===== src/rtl/core_pkg.sv =====
// Core-wide constants shared by the front end: reset fetch address, canonical NOP, instruction width.
package core_pkg;

  localparam int unsigned INSTR_W        = 32;
  localparam logic [63:0] CORE_RESET_PC  = 64'h0000_0000_8000_0000;
  localparam logic [31:0] CORE_NOP_INSTR = 32'h0000_0013;

endpackage


===== src/rtl/sync_fifo.sv =====
// Generic synchronous FIFO with registered head; push->head latency 1 cycle, flush clears in one cycle.
// Push is dropped when full unless a pop happens in the same cycle; pop is ignored when empty.
module sync_fifo #(
  parameter int WIDTH = 8,
  parameter int DEPTH = 4,
  localparam int AW = (DEPTH > 1) ? $clog2(DEPTH) : 1,
  localparam int CW = $clog2(DEPTH + 1)
) (
  input  logic             clk,
  input  logic             rstn,
  input  logic             push,
  input  logic [WIDTH-1:0] push_data,
  input  logic             pop,
  input  logic             flush,
  output logic [WIDTH-1:0] head,
  output logic             full,
  output logic             empty,
  output logic [CW-1:0]    count
);

  logic [WIDTH-1:0] mem [DEPTH];
  logic [AW-1:0]    rd_ptr;
  logic [AW-1:0]    wr_ptr;
  logic             do_push;
  logic             do_pop;

  assign empty   = (count == '0);
  assign full    = (count == CW'(DEPTH));
  assign do_pop  = pop & ~empty;
  assign do_push = push & (~full | do_pop);
  assign head    = mem[rd_ptr];

  // DEPTH is a power of two, so pointers wrap naturally.
  always_ff @(posedge clk) begin
    if (!rstn || flush) begin
      rd_ptr <= '0;
      wr_ptr <= '0;
      count  <= '0;
    end else begin
      if (do_push) wr_ptr <= wr_ptr + AW'(1);
      if (do_pop)  rd_ptr <= rd_ptr + AW'(1);
      count <= count + CW'(do_push) - CW'(do_pop);
    end
  end

  always_ff @(posedge clk) begin
    if (do_push && !flush) mem[wr_ptr] <= push_data;
  end

endmodule


===== src/rtl/ifu_fq.sv =====
// Instruction fetch: issues sequential PCs, tags responses in order, buffers {pc,instr} for decode.
// Response->output latency 1 cycle; requests are credit-limited so every response has a queue slot.
module ifu_fq
  import core_pkg::*;
#(
  parameter int              XLEN      = 64,
  parameter logic [XLEN-1:0] RESET_PC  = XLEN'(CORE_RESET_PC),
  parameter int              FQ_DEPTH  = 4,
  parameter logic [31:0]     NOP_INSTR = CORE_NOP_INSTR
) (
  input  logic            clk,
  input  logic            rstn,
  output logic            imem_req_valid,
  input  logic            imem_req_ready,
  output logic [XLEN-1:0] imem_req_addr,
  input  logic            imem_rsp_valid,
  input  logic [31:0]     imem_rsp_instr,
  input  logic            redirect_en,
  input  logic [XLEN-1:0] redirect_pc,
  output logic [XLEN-1:0] pc,
  output logic            out_valid,
  input  logic            out_ready,
  output logic [XLEN-1:0] out_pc,
  output logic [XLEN-1:0] out_snxt_pc,
  output logic [31:0]     out_instr
);

  localparam int          CW         = $clog2(FQ_DEPTH + 1);
  localparam logic [CW:0] CREDIT_LIM = (CW + 1)'(FQ_DEPTH);

  typedef struct packed {
    logic [XLEN-1:0]    pc;
    logic [INSTR_W-1:0] instr;
  } fq_entry_t;

  logic [XLEN-1:0] pc_q;
  logic [CW-1:0]   inflight_q;
  logic [CW-1:0]   inflight_nxt;
  logic [CW-1:0]   discard_q;

  logic            req_fire;
  logic            rsp_dec;
  logic            rsp_keep;
  logic            fq_pop;
  logic            credit_ok;

  logic [XLEN-1:0] tag_pc;
  logic            tag_full;
  logic            tag_empty;
  logic [CW-1:0]   tag_count;

  fq_entry_t       fq_in;
  fq_entry_t       fq_head;
  logic            fq_full;
  logic            fq_empty;
  logic [CW-1:0]   fq_count;

  logic            unused_tag_count;
  assign unused_tag_count = ^tag_count;

  // Outstanding requests (including ones to be discarded) plus buffered entries never exceed the queue.
  assign credit_ok      = ({1'b0, inflight_q} + {1'b0, fq_count}) < CREDIT_LIM;
  assign imem_req_valid = rstn & ~redirect_en & credit_ok & ~tag_full;
  assign imem_req_addr  = pc_q;
  assign pc             = pc_q;
  assign req_fire       = imem_req_valid & imem_req_ready;

  // A response with nothing outstanding is ignored so the counters cannot wrap.
  assign rsp_dec  = imem_rsp_valid & (inflight_q != '0);
  assign rsp_keep = rsp_dec & ~redirect_en & (discard_q == '0) & ~tag_empty
                  & (~fq_full | fq_pop);

  assign inflight_nxt = inflight_q + CW'(req_fire) - CW'(rsp_dec);

  always_ff @(posedge clk) begin
    if (!rstn) begin
      pc_q       <= RESET_PC;
      inflight_q <= '0;
      discard_q  <= '0;
    end else begin
      if (redirect_en)   pc_q <= redirect_pc;
      else if (req_fire) pc_q <= pc_q + XLEN'(4);

      inflight_q <= inflight_nxt;

      // Everything still outstanding after a redirect belongs to the old stream.
      if (redirect_en)                        discard_q <= inflight_nxt;
      else if (rsp_dec && discard_q != '0)    discard_q <= discard_q - CW'(1);
    end
  end

  sync_fifo #(
    .WIDTH (XLEN),
    .DEPTH (FQ_DEPTH)
  ) u_tag_fifo (
    .clk       (clk),
    .rstn      (rstn),
    .push      (req_fire),
    .push_data (pc_q),
    .pop       (rsp_keep),
    .flush     (redirect_en),
    .head      (tag_pc),
    .full      (tag_full),
    .empty     (tag_empty),
    .count     (tag_count)
  );

  assign fq_in.pc    = tag_pc;
  assign fq_in.instr = imem_rsp_instr;

  assign out_valid = rstn & ~fq_empty;
  assign fq_pop    = out_valid & out_ready & ~redirect_en;

  sync_fifo #(
    .WIDTH ($bits(fq_entry_t)),
    .DEPTH (FQ_DEPTH)
  ) u_fetch_q (
    .clk       (clk),
    .rstn      (rstn),
    .push      (rsp_keep),
    .push_data (fq_in),
    .pop       (fq_pop),
    .flush     (redirect_en),
    .head      (fq_head),
    .full      (fq_full),
    .empty     (fq_empty),
    .count     (fq_count)
  );

  assign out_pc      = out_valid ? fq_head.pc : '0;
  assign out_snxt_pc = out_valid ? fq_head.pc + XLEN'(4) : '0;
  assign out_instr   = out_valid ? fq_head.instr : NOP_INSTR;

endmodule


===== config.mk =====
export PLATFORM = sky130hd
export DESIGN_NAME = ifu_fq
export DESIGN_NICKNAME = d
export VERILOG_FILES = /design/src/rtl/core_pkg.sv /design/src/rtl/sync_fifo.sv /design/src/rtl/ifu_fq.sv
export SDC_FILE = /design/constraint.sdc
export NUM_CORES = 1
export LEC_CHECK = 0
export CAP_MARGIN = 20
export CORE_UTILIZATION = 50
export CTS_CLUSTER_SIZE = 24
export DETAILED_ROUTE_END_ITERATION = 6
export PLACE_DENSITY = 0.76
export SLEW_MARGIN = 20
export SYNTH_ARGS = -nofsm -noshare
export SYNTH_HDL_FRONTEND = slang
export SYNTH_HIERARCHICAL = 1
export SYNTH_SLANG_ARGS = --single-unit

===== constraint.sdc =====
create_clock -name clk -period 12.3 [get_ports clk]
set_input_delay 3.69 -clock clk [delete_from_list [all_inputs] [get_ports clk]]
set_output_delay 3.69 -clock clk [all_outputs]
set_load 0.03 [all_outputs]

== Yosys cells after proc, flatten, opt, wreduce, memory -nomap -nowiden ==
Memories as Yosys holds them, arrays and structs flattened. A register that Yosys moved wholly into a read port is not among the register bits.
Index checks and enable logic that the tools add are counted.
Word-level totals
  memories kept: 2
  output and inout port bits: 290
  register bits: 84
  RAM bits: 640
Memories
  u_fetch_q.mem: words 4, width 96, read ports 1, clocked after Yosys merged registers in 1, wr ports 1, RTL line sync_fifo.sv:21  | logic [WIDTH-1:0] mem [DEPTH];
  u_tag_fifo.mem: words 4, width 64, read ports 1, clocked after Yosys merged registers in 1, wr ports 1, RTL line sync_fifo.sv:21
Cells by class
  bitwise gates (word level): 24
  order comparisons: 1
  equality and inequality tests: 2
  add/subtract/negate cells: 14
  multiplexer cells: 15
  reduce and logical (&&, ||, !) cells: 13
Operator list (number)
  $mux W64: 4
  $add A64 B3 Y64 const B: 2
  $mux W32: 1
  $and A1 B1 Y1: 16
  $add A3 B1 Y3: 3
  $logic_not A3 Y1: 3
  $sub A3 B1 Y3: 3
  $add A2 B1 Y2 const B: 4
  $mux W2: 4
  $eq A3 B3 Y1 const B: 2
  $mux W3: 2
  $reduce_bool A3 Y1: 2
  $not A1 Y1: 5
  $add A3 B3 Y4: 1
  $lt A4 B3 Y1 const B: 1
  $mux W1: 4
  $reduce_bool A2 Y1: 2
  $logic_and A1 B1 Y1: 3
  $or A1 B1 Y1: 3
  $sub A3 B1 Y3 const B: 1
  $logic_not A1 Y1: 2
  $logic_or A1 B1 Y1: 1

== Depth between registers and ports, before layout ==
Gate-level depths: netlist of run 1.
  depth after elaboration: 13
  mapped depth: 16
  depth with buffers taken out: 14

== By module ==
Netlist of run 1, hierarchy kept.
Modules (own cells, without submodules)
  sync_fifo at u_fetch_q: area each 14331.2 um^2, seq. area each 11711.2 um^2, instances 1, cells an instance 554
  sync_fifo at u_tag_fifo: area each 9734.3 um^2, seq. area each 7867.5 um^2, instances 1, cells an instance 386
  ifu_fq: area each 6820.3 um^2, seq. area each 1401.3 um^2, instances 1, cells an instance 975

== Least setup slack after synthesis of run 1 ==
OpenSTA, ideal clock, no wires.
  path kind: input to register
  start point: input port rstn
  end point: memory u_fetch_q/mem[1][0] (netlist bit), enable pin
  setup time: 0.688 ns
  slack: -0.468 ns
  required time: 11.612 ns
  cell stages on the path: 8
  buffers on the path: 1
  arrival: 12.079 ns
  cell sequence: nand2b_1 clkbuf_1 clkinv_1 and3_1 o21ai_0 nor3_1 nand2_1 nor3b_1
Between the ends
  longest elaborated chain between the ends: 9
  elaborated cells on any way between the ends: 11
RTL lines
  start, declared: RTL line ifu_fq.sv:12  | input logic rstn,
  $and A1 B1 Y1: RTL line ifu_fq.sv:111  | assign out_valid = rstn & ~fq_empty;
  $and A1 B1 Y1 (2 in a row): RTL line ifu_fq.sv:112  | assign fq_pop = out_valid & out_ready & ~redirect_en;
  via fq_pop: RTL line ifu_fq.sv:44  | logic fq_pop;
  $or A1 B1 Y1: RTL line ifu_fq.sv:71  | & (~fq_full | fq_pop);
  $and A1 B1 Y1: RTL line ifu_fq.sv:71
  via rsp_keep: RTL line ifu_fq.sv:43  | logic rsp_keep;
  $and A1 B1 Y1: RTL line sync_fifo.sv:30  | assign do_push = push & (~full | do_pop);
  $logic_and A1 B1 Y1: RTL line sync_fifo.sv:47  | if (do_push && !flush) mem[wr_ptr] <= push_data;
  $mux W1: RTL line sync_fifo.sv:47
  $mux W1 (not written as such): RTL line sync_fifo.sv:47
  end, declared: RTL line sync_fifo.sv:21
The timed path passes the listed nets, and every way through them passes these cells.

== Worst setup path in the final report of run 1 ==
  start point: input port rstn
  end point: output port out_pc[0]
Between the ends
  longest elaborated chain between the ends: 2
RTL lines
  $and A1 B1 Y1: RTL line ifu_fq.sv:111
  $mux W64: RTL line ifu_fq.sv:130  | assign out_pc = out_valid ? fq_head.pc : '0;
  end, declared: RTL line ifu_fq.sv:23  | output logic [XLEN-1:0] out_pc,
No other way between the ends.

==> impl_metrics.env, run 1 <==
export IMPL_min_from="u_fetch_q/wr_ptr[1]"
export IMPL_synth_mux_area_frac=0.120
export IMPL_synth_seq_cells=728
export IMPL_cp_max_fo=91
export IMPL_synth_simple_area_share=0.0991
export IMPL_crit_top_cell="clkdlybuf4s50_1"
export IMPL_vdd_drop_max_mv=0.0915
export IMPL_drt_pass1_iterations=7
export IMPL_slew_viol_final=0
export IMPL_grt_pass1_vias=18300
export IMPL_crit_required_ps=8610
export IMPL_core_um2=60700
export IMPL_violations="DRC"
export IMPL_syn_nets=2038
export IMPL_cts_buffers_inserted=73
export IMPL_min_path_type="flip-flop to flip-flop"
export IMPL_post_cts_setup_buffers=0
export IMPL_internal_power_mw=4.13
export IMPL_grt_start_max_net_pins=92
export IMPL_place_hpwl_um=48400
export IMPL_p_sw_mw=1.15
export IMPL_synth_compound_area_frac=0.0322
export IMPL_grt_pass1_wl_um=114000
export IMPL_yosysMostFrequentCell="edfxtp_1"
export IMPL_max_cap_violations=0
export IMPL_fmax_mhz=101
export IMPL_crit_arrival_ps=6230
export IMPL_r2r_start="u_fetch_q/count[1]"
export IMPL_end_kind="output port"
export IMPL_cts_buffer_depth=3
export IMPL_yosys_warnings=6
export IMPL_finClkSkew_ps=41.5
export IMPL_max_slew_margin=0.304
export IMPL_cts_root_buf="clkbuf_16"
export IMPL_antenna_found_initial=2
export IMPL_synthCells=1915
export IMPL_hold_buffers=0
export IMPL_ys_top_cells_by_count="edfxtp_1 (640), mux4_2 (160), nor2_1 (120), and2_1 (100), dfxtp_1 (88)"
export IMPL_seq_area_um2=21000
export IMPL_synthesis_area_um2=30900
export IMPL_synthArstFlopShare=0
export IMPL_synthAdderAreaFrac=0.00924
export IMPL_slowest_delay_ps=690
export IMPL_viasPerCell=5.99
export IMPL_wire_per_inst_um=24.7
export IMPL_fin_nets=2377
export IMPL_place_ws_ps=2350
export IMPL_syn_to_final_growth_pct=21.5
export IMPL_hold_viol_final=0
export IMPL_synth_xor_area_share=0.0252
export IMPL_drt_iter0_markers=1832
export IMPL_rsz0062_at_grt="false"
export IMPL_grt_usage=0.242
export IMPL_dieHeight_um=251
export IMPL_crit_buf_inv=3
export IMPL_crit_type="primary input to output port"
export IMPL_synth_top_family_by_area="multiplexers"
export IMPL_outcome="finished with violations"
export IMPL_synth_largest_area_cell="edfxtp_1"
export IMPL_portBuffers=391
export IMPL_start_util=0.509
export IMPL_clkPwrFrac=0.421
export IMPL_drc=1
export IMPL_die_x_um=251
export IMPL_via_count=18500
export IMPL_antenna_cells=0
export IMPL_ys_seq_area_frac=0.679
export IMPL_final_design_area_no_fill_um2=37500
export IMPL_crit_slowest_cell="clkinv_2"
export IMPL_rows=90
export IMPL_power_share_sequential=0.524
export IMPL_syn_area_per_cell_um2=16.1
export IMPL_synth_edf_count=640
export IMPL_routed_wl_um=76300
export IMPL_power_per_cell_area_nw_per_um2=141
export IMPL_synth_area_top_cells="edfxtp_1 (62%), mux4_2 (12%), dfxtp_1 (5.7%), and2_1 (2.0%), buf_4 (1.6%)"
export IMPL_final_setup_viol_count=0
export IMPL_yosys_most_used_dff="edfxtp_1"
export IMPL_crit_family="buffers and inverters"
export IMPL_swShare=0.218
export IMPL_worstMarginPinSlew_ps=1040
export IMPL_drive_above_1_share=0.146
export IMPL_clk_pin_slew_ps=60
export IMPL_overflow=0
export IMPL_nFillCells=4256
export IMPL_multi_input_area_um2=8860
export IMPL_placed_area_um2=35100
export IMPL_die_area_um2=62800
export IMPL_io_pins=392
export IMPL_setup_slack_ps=2380
export IMPL_period_minus_slack_ps=9920
export IMPL_final_antenna_net_count=0
export IMPL_start_kind="primary input"
export IMPL_gp_congestion=0.888
export IMPL_ys_types=66
export IMPL_cts_resized_gates=0
export IMPL_crit_chain="clkdlybuf4s50_1 > nand2b_2 > clkinv_2 > and2_1 > clkdlybuf4s50_1"
export IMPL_cts_sinks=728
export IMPL_total_leakage_power_nw=11.9
export IMPL_timing_final_crit_share=0.807
export IMPL_cts_tree="done"
export IMPL_h_tree_depth=3
export IMPL_startpoint="rstn"
export IMPL_clk_latency_ps=630
export IMPL_synth_top_area_frac=0.622
export IMPL_pwr_share_comb=0.055
==> final timing paths <==
kind                      endpoint  slack (ps)  cells past startpoint
max reg2reg  u_tag_fifo/mem[1][36]        7730                     11
min            u_fetch_q/wr_ptr[1]         530                      2
max                      out_pc[0]        2380                      5
min reg2reg    u_fetch_q/wr_ptr[1]         530                      2
==> through the flow <==
step / utilization / hold WS (ps) / cells / TNS [ps] / total power [mW]
2_1_floorplan: - / 484 / 1915 / -177380 / 2.97
3_3_place_gp: 0.578 / 497 / 2960 / 0 / 3.10
3_5_place_dp: 0.578 / 517 / 2960 / 0 / 3.11
4_1_cts: 0.618 / 529 / 3092 / 0 / 5.33
5_1_grt: 0.618 / 556 / 3093 / 0 / 5.44
6_report: 0.618 / 531 / 3093 / 0 / 5.29
==> area by class of cell <==
class                      count  share of cell area
clock inverter                35              0.0123
sequential                   728               0.559
timing repair buffer         421               0.110
clock buffer                  97              0.0527
tap                          782              0.0261
multi-input combinational   1000               0.236
inverter                      30             0.00303
==> worst min-delay path: stages, from the launching register on <==
cell and delay, ps:
dfxtp_1 340, o21ai_0 80, a21oi_1 60
==> power by group through the flow <==
stage / combinational, mW / sequential, mW / clock [mW]
after CTS: 0.291 / 2.77 / 2.26
final: 0.291 / 2.77 / 2.22
after global routing: 0.312 / 2.77 / 2.35
after floorplan: 0.150 / 2.82 / 0
after detailed placement: 0.289 / 2.82 / 0
after global placement: 0.282 / 2.82 / 0
==> state kept, by name, indices dropped and copies added (netlist names), named ones only <==
| signal | cells |
|---|---|
| discard_q | 3 |
| imem_req_addr | 64 |
| inflight_q | 3 |
| u_fetch_q/count | 3 |
| u_fetch_q/mem | 384 |
| u_fetch_q/rd_ptr | 2 |
| u_fetch_q/wr_ptr | 2 |
| u_tag_fifo/count | 3 |
| u_tag_fifo/mem | 256 |
| u_tag_fifo/rd_ptr | 2 |
| u_tag_fifo/wr_ptr | 2 |
==> layer usage <==
metal,global-route usage,vias to the layer above,part of all wire
met5,0,-,0.00022
met4,0.0845,2,0.027
met3,0.0397,142,0.075
met2,0.396,921,0.49
met1,0.330,9373,0.41
li1,-,8085,-
==> logic make-up after synthesis <==
logic type / count (synthesis)
multiplexers: 169
AO/OA/AOI/OAI: 160
buffers and inverters: 187
adder cells (fa/ha/maj): 21
flip-flops: 728
AND/OR/NAND/NOR: 561
XOR/XNOR: 89
==> cells in the final DEF (no fill, tap or decap), drive strengths merged, types with 5 or more instances in the layout <==
cell type / synthesis / layout
nor2: 121 / 121
nor4: 20 / 20
mux2i: 5 / 5
clkbuf: 52 / 97
or2: 7 / 7
a221oi: 8 / 8
clkinvlp: 0 / 5
o211ai: 6 / 6
and4: 12 / 12
o311ai: 5 / 5
o21ai: 32 / 32
nand3: 66 / 66
bufinv: 0 / 7
xnor2: 39 / 39
inv: 28 / 34
buf: 105 / 31
nand2: 78 / 78
nand2b: 6 / 6
a32oi: 5 / 5
mux4: 160 / 160
edfxtp: 640 / 640
and2: 100 / 100
nor3b: 12 / 12
a21oi: 49 / 49
nand4: 49 / 49
or3: 7 / 7
a31oi: 20 / 20
or4: 6 / 6
a21o: 5 / 5
dfxtp: 88 / 88
nor3: 33 / 33
clkinv: 2 / 19
clkdlybuf4s50: 0 / 390
ha: 18 / 18
xor2: 50 / 50
o22ai: 10 / 10
and3: 33 / 33
a21boi: 5 / 5
No activity file was read; power rests on OpenSTA's default activity.
==> inputs of run 2 (changes only) <==
- clock period: 12.3 -> 8.4 ns (I/O delays scaled with it)
==> run 2 against run 1 <==
  * The run now ends clean
  * Final area grew 0.86%
  * Core utilization rose by 0.53 points
  * Sequential power up 47%
  * Flip-flop and latch count is the same
  * Cell count grew 0.26%
  * Clock power increased by 51%
  * Global-route usage rose by 0.24 points
  * Clock-buffer cell count is 4 lower
  * Sequential share of layout area shrank 0.48 points
  * Die area unchanged
  * Register-to-register slack worse by 3300 ps
  * Largest cell class unchanged
  * Largest power group unchanged
==> impl_metrics.env, run 2 (same netlist as run 1, synthesis figures left out) <==
export IMPL_critPathCapture="out_snxt_pc[63]"
export IMPL_min_path_type="flip-flop to flip-flop"
export IMPL_post_cts_setup_buffers=0
export IMPL_portBuffers=391
export IMPL_rows=90
export IMPL_cts_buffer_depth=3
export IMPL_syn_to_final_growth_pct=22.5
export IMPL_cts_resized_gates=0
export IMPL_rsz0062_at_grt="false"
export IMPL_fin_nets=2383
export IMPL_total_leakage_power_nw=12.1
export IMPL_via_count=18600
export IMPL_finalNonFillerCells=3101
export IMPL_grt_pass1_wl_um=115000
export IMPL_cts_sinks=728
export IMPL_overflow=0
export IMPL_grt_usage=0.244
export IMPL_outcome="finished, final reports clean"
export IMPL_timing_final_crit_share=0.914
export IMPL_core_um2=60700
export IMPL_start_kind="flip-flop"
export IMPL_cp_max_fo=37
export IMPL_crit_arrival_ps=5160
export IMPL_grt_pass1_vias=18400
export IMPL_worstMarginPinSlew_ps=1000
export IMPL_clk_pin_slew_ps=60
export IMPL_clk_latency_ps=610
export IMPL_dp_cells=2966
export IMPL_cts_tree="done"
export IMPL_end_kind="output port"
export IMPL_r2r_start="u_fetch_q/count[1]"
export IMPL_setup_tns_ps=0
export IMPL_largest_register="u_fetch_q/mem"
export IMPL_worst_r2r_setup_slack_ps=4470
export IMPL_antenna_found_initial=2
export IMPL_crit_required_ps=5880
export IMPL_final_setup_viol_count=0
export IMPL_cts_buffers_inserted=74
export IMPL_routed_wl_um=76400
export IMPL_slew_viol_final=0
export IMPL_mostFrequentLayoutCells="edfxtp_1 (640), clkdlybuf4s50_1 (348), mux4_2 (160), nor2_1 (120), and2_1 (100)"
export IMPL_vdd_drop_max_mv=0.123
export IMPL_seq_area_um2=21000
export IMPL_nFillCells=4267
export IMPL_ff2ff_path_depth=10
export IMPL_largest_reg_flops=384
export IMPL_wire_per_inst_um=24.6
export IMPL_power_per_cell_area_nw_per_um2=207
export IMPL_h_tree_depth=3
export IMPL_crit_type="flip-flop to output port"
export IMPL_final_antenna_net_count=0
export IMPL_drt_iter0_markers=1803
export IMPL_drive_above_1_share=0.167
export IMPL_hold_viol_final=0
export IMPL_cts_root_buf="clkbuf_16"
export IMPL_start_util=0.509
export IMPL_layout_commonest_cell="edfxtp_1"
export IMPL_whs_ps=530
export IMPL_hold_buffers=0
export IMPL_drt_pass1_iterations=7
export IMPL_fmax_mhz=130
export IMPL_max_cap_violations=0
export IMPL_grt_start_max_net_pins=97
export IMPL_reg2reg_to="u_tag_fifo/mem[0][63]"
export IMPL_io_pins=392
export IMPL_die_x_um=251
export IMPL_finClkSkew_ps=19.1
export IMPL_dieHeight_um=251
export IMPL_place_hpwl_um=48900
export IMPL_period_minus_slack_ps=7680
export IMPL_gp_congestion=0.847
export IMPL_max_slew_margin=0.333
export IMPL_viasPerCell=5.98
export IMPL_multi_input_area_um2=8880
export IMPL_die_area_um2=62800
export IMPL_fin_util=0.624
export IMPL_drc=0
## run 2: changes by cell type in the layout (fill, tap and decap cells not counted), moves of 2 or more
cell	delta
clkbuf_1	-2
clkdlybuf4s50_1	-42
nor3b_2	-4
buf_4	+22
nor3b_4	+4
clkinv_2	+8
clkinv_1	+2
clkbuf_16	+3
buf_12	+25
bufinv_16	+4
clkinv_8	-2
clkinvlp_4	-4
clkbuf_8	-5
## run 2: report_power, final
| group | switching [mW] | leakage (nW) | internal (mW) |
|---|---|---|---|
| clock | 1.35 | 1.22 | 2.02 |
| combinational | 0.238 | 4.38 | 0.185 |
| sequential | 0.0891 | 6.52 | 3.97 |
## run 2: layout make-up
cell class              instances  area share
diodes                          1   0.0000661
clock buffers                  93      0.0522
clock inverters                41      0.0135
inverters                      30     0.00298
multi-input cells            1000       0.235
flip-flops and latches        728       0.555
well taps                     782      0.0259
repair buffers                426       0.116
## run 2: worst min-delay path by stage
stage | start | to | slack (ps) | cells after the start
floorplan | u_fetch_q/wr_ptr[0] | u_fetch_q/wr_ptr[0] | 480 | 2
global placement | u_fetch_q/wr_ptr[0] | u_fetch_q/wr_ptr[0] | 500 | 2
detailed placement | u_fetch_q/rd_ptr[0] | flip-flop | 510 | 2
CTS | u_fetch_q/rd_ptr[0] | flip-flop | 520 | 2
global route | u_tag_fifo/wr_ptr[1] | u_tag_fifo/wr_ptr[1] | 560 | 2
finish | u_fetch_q/wr_ptr[1] | u_fetch_q/wr_ptr[1] | 530 | 2
## run 2: metal layers
| metal | global-route usage | wire length, um |
|---|---|---|
| met1 | 0.336 | 30900 |
| met2 | 0.397 | 37300 |
| met3 | 0.0406 | 6040 |
| met4 | 0.0847 | 2150 |
| met5 | 0 | 0 |
## run 2: stage by stage
stage	setup WS, ps	power (mW)	area, um2
finish	721	7.85	37900
global route	257	8.07	37800
CTS	632	7.90	37800
detailed placement	1150	4.55	35400
global placement	1170	4.54	35400
floorplan	-3200	4.35	30900
## run 2: critical path, cell delays in order, from the launching register on
cell and delay [ps]:
dfxtp_4 850, buf_4 370, mux4_2 390, nand4_1 130, nor4_1 590, nand4_1 470
nor4_1 590, buf_4 200, xnor2_1 100, nor2_1 120, clkdlybuf4s50_1 690
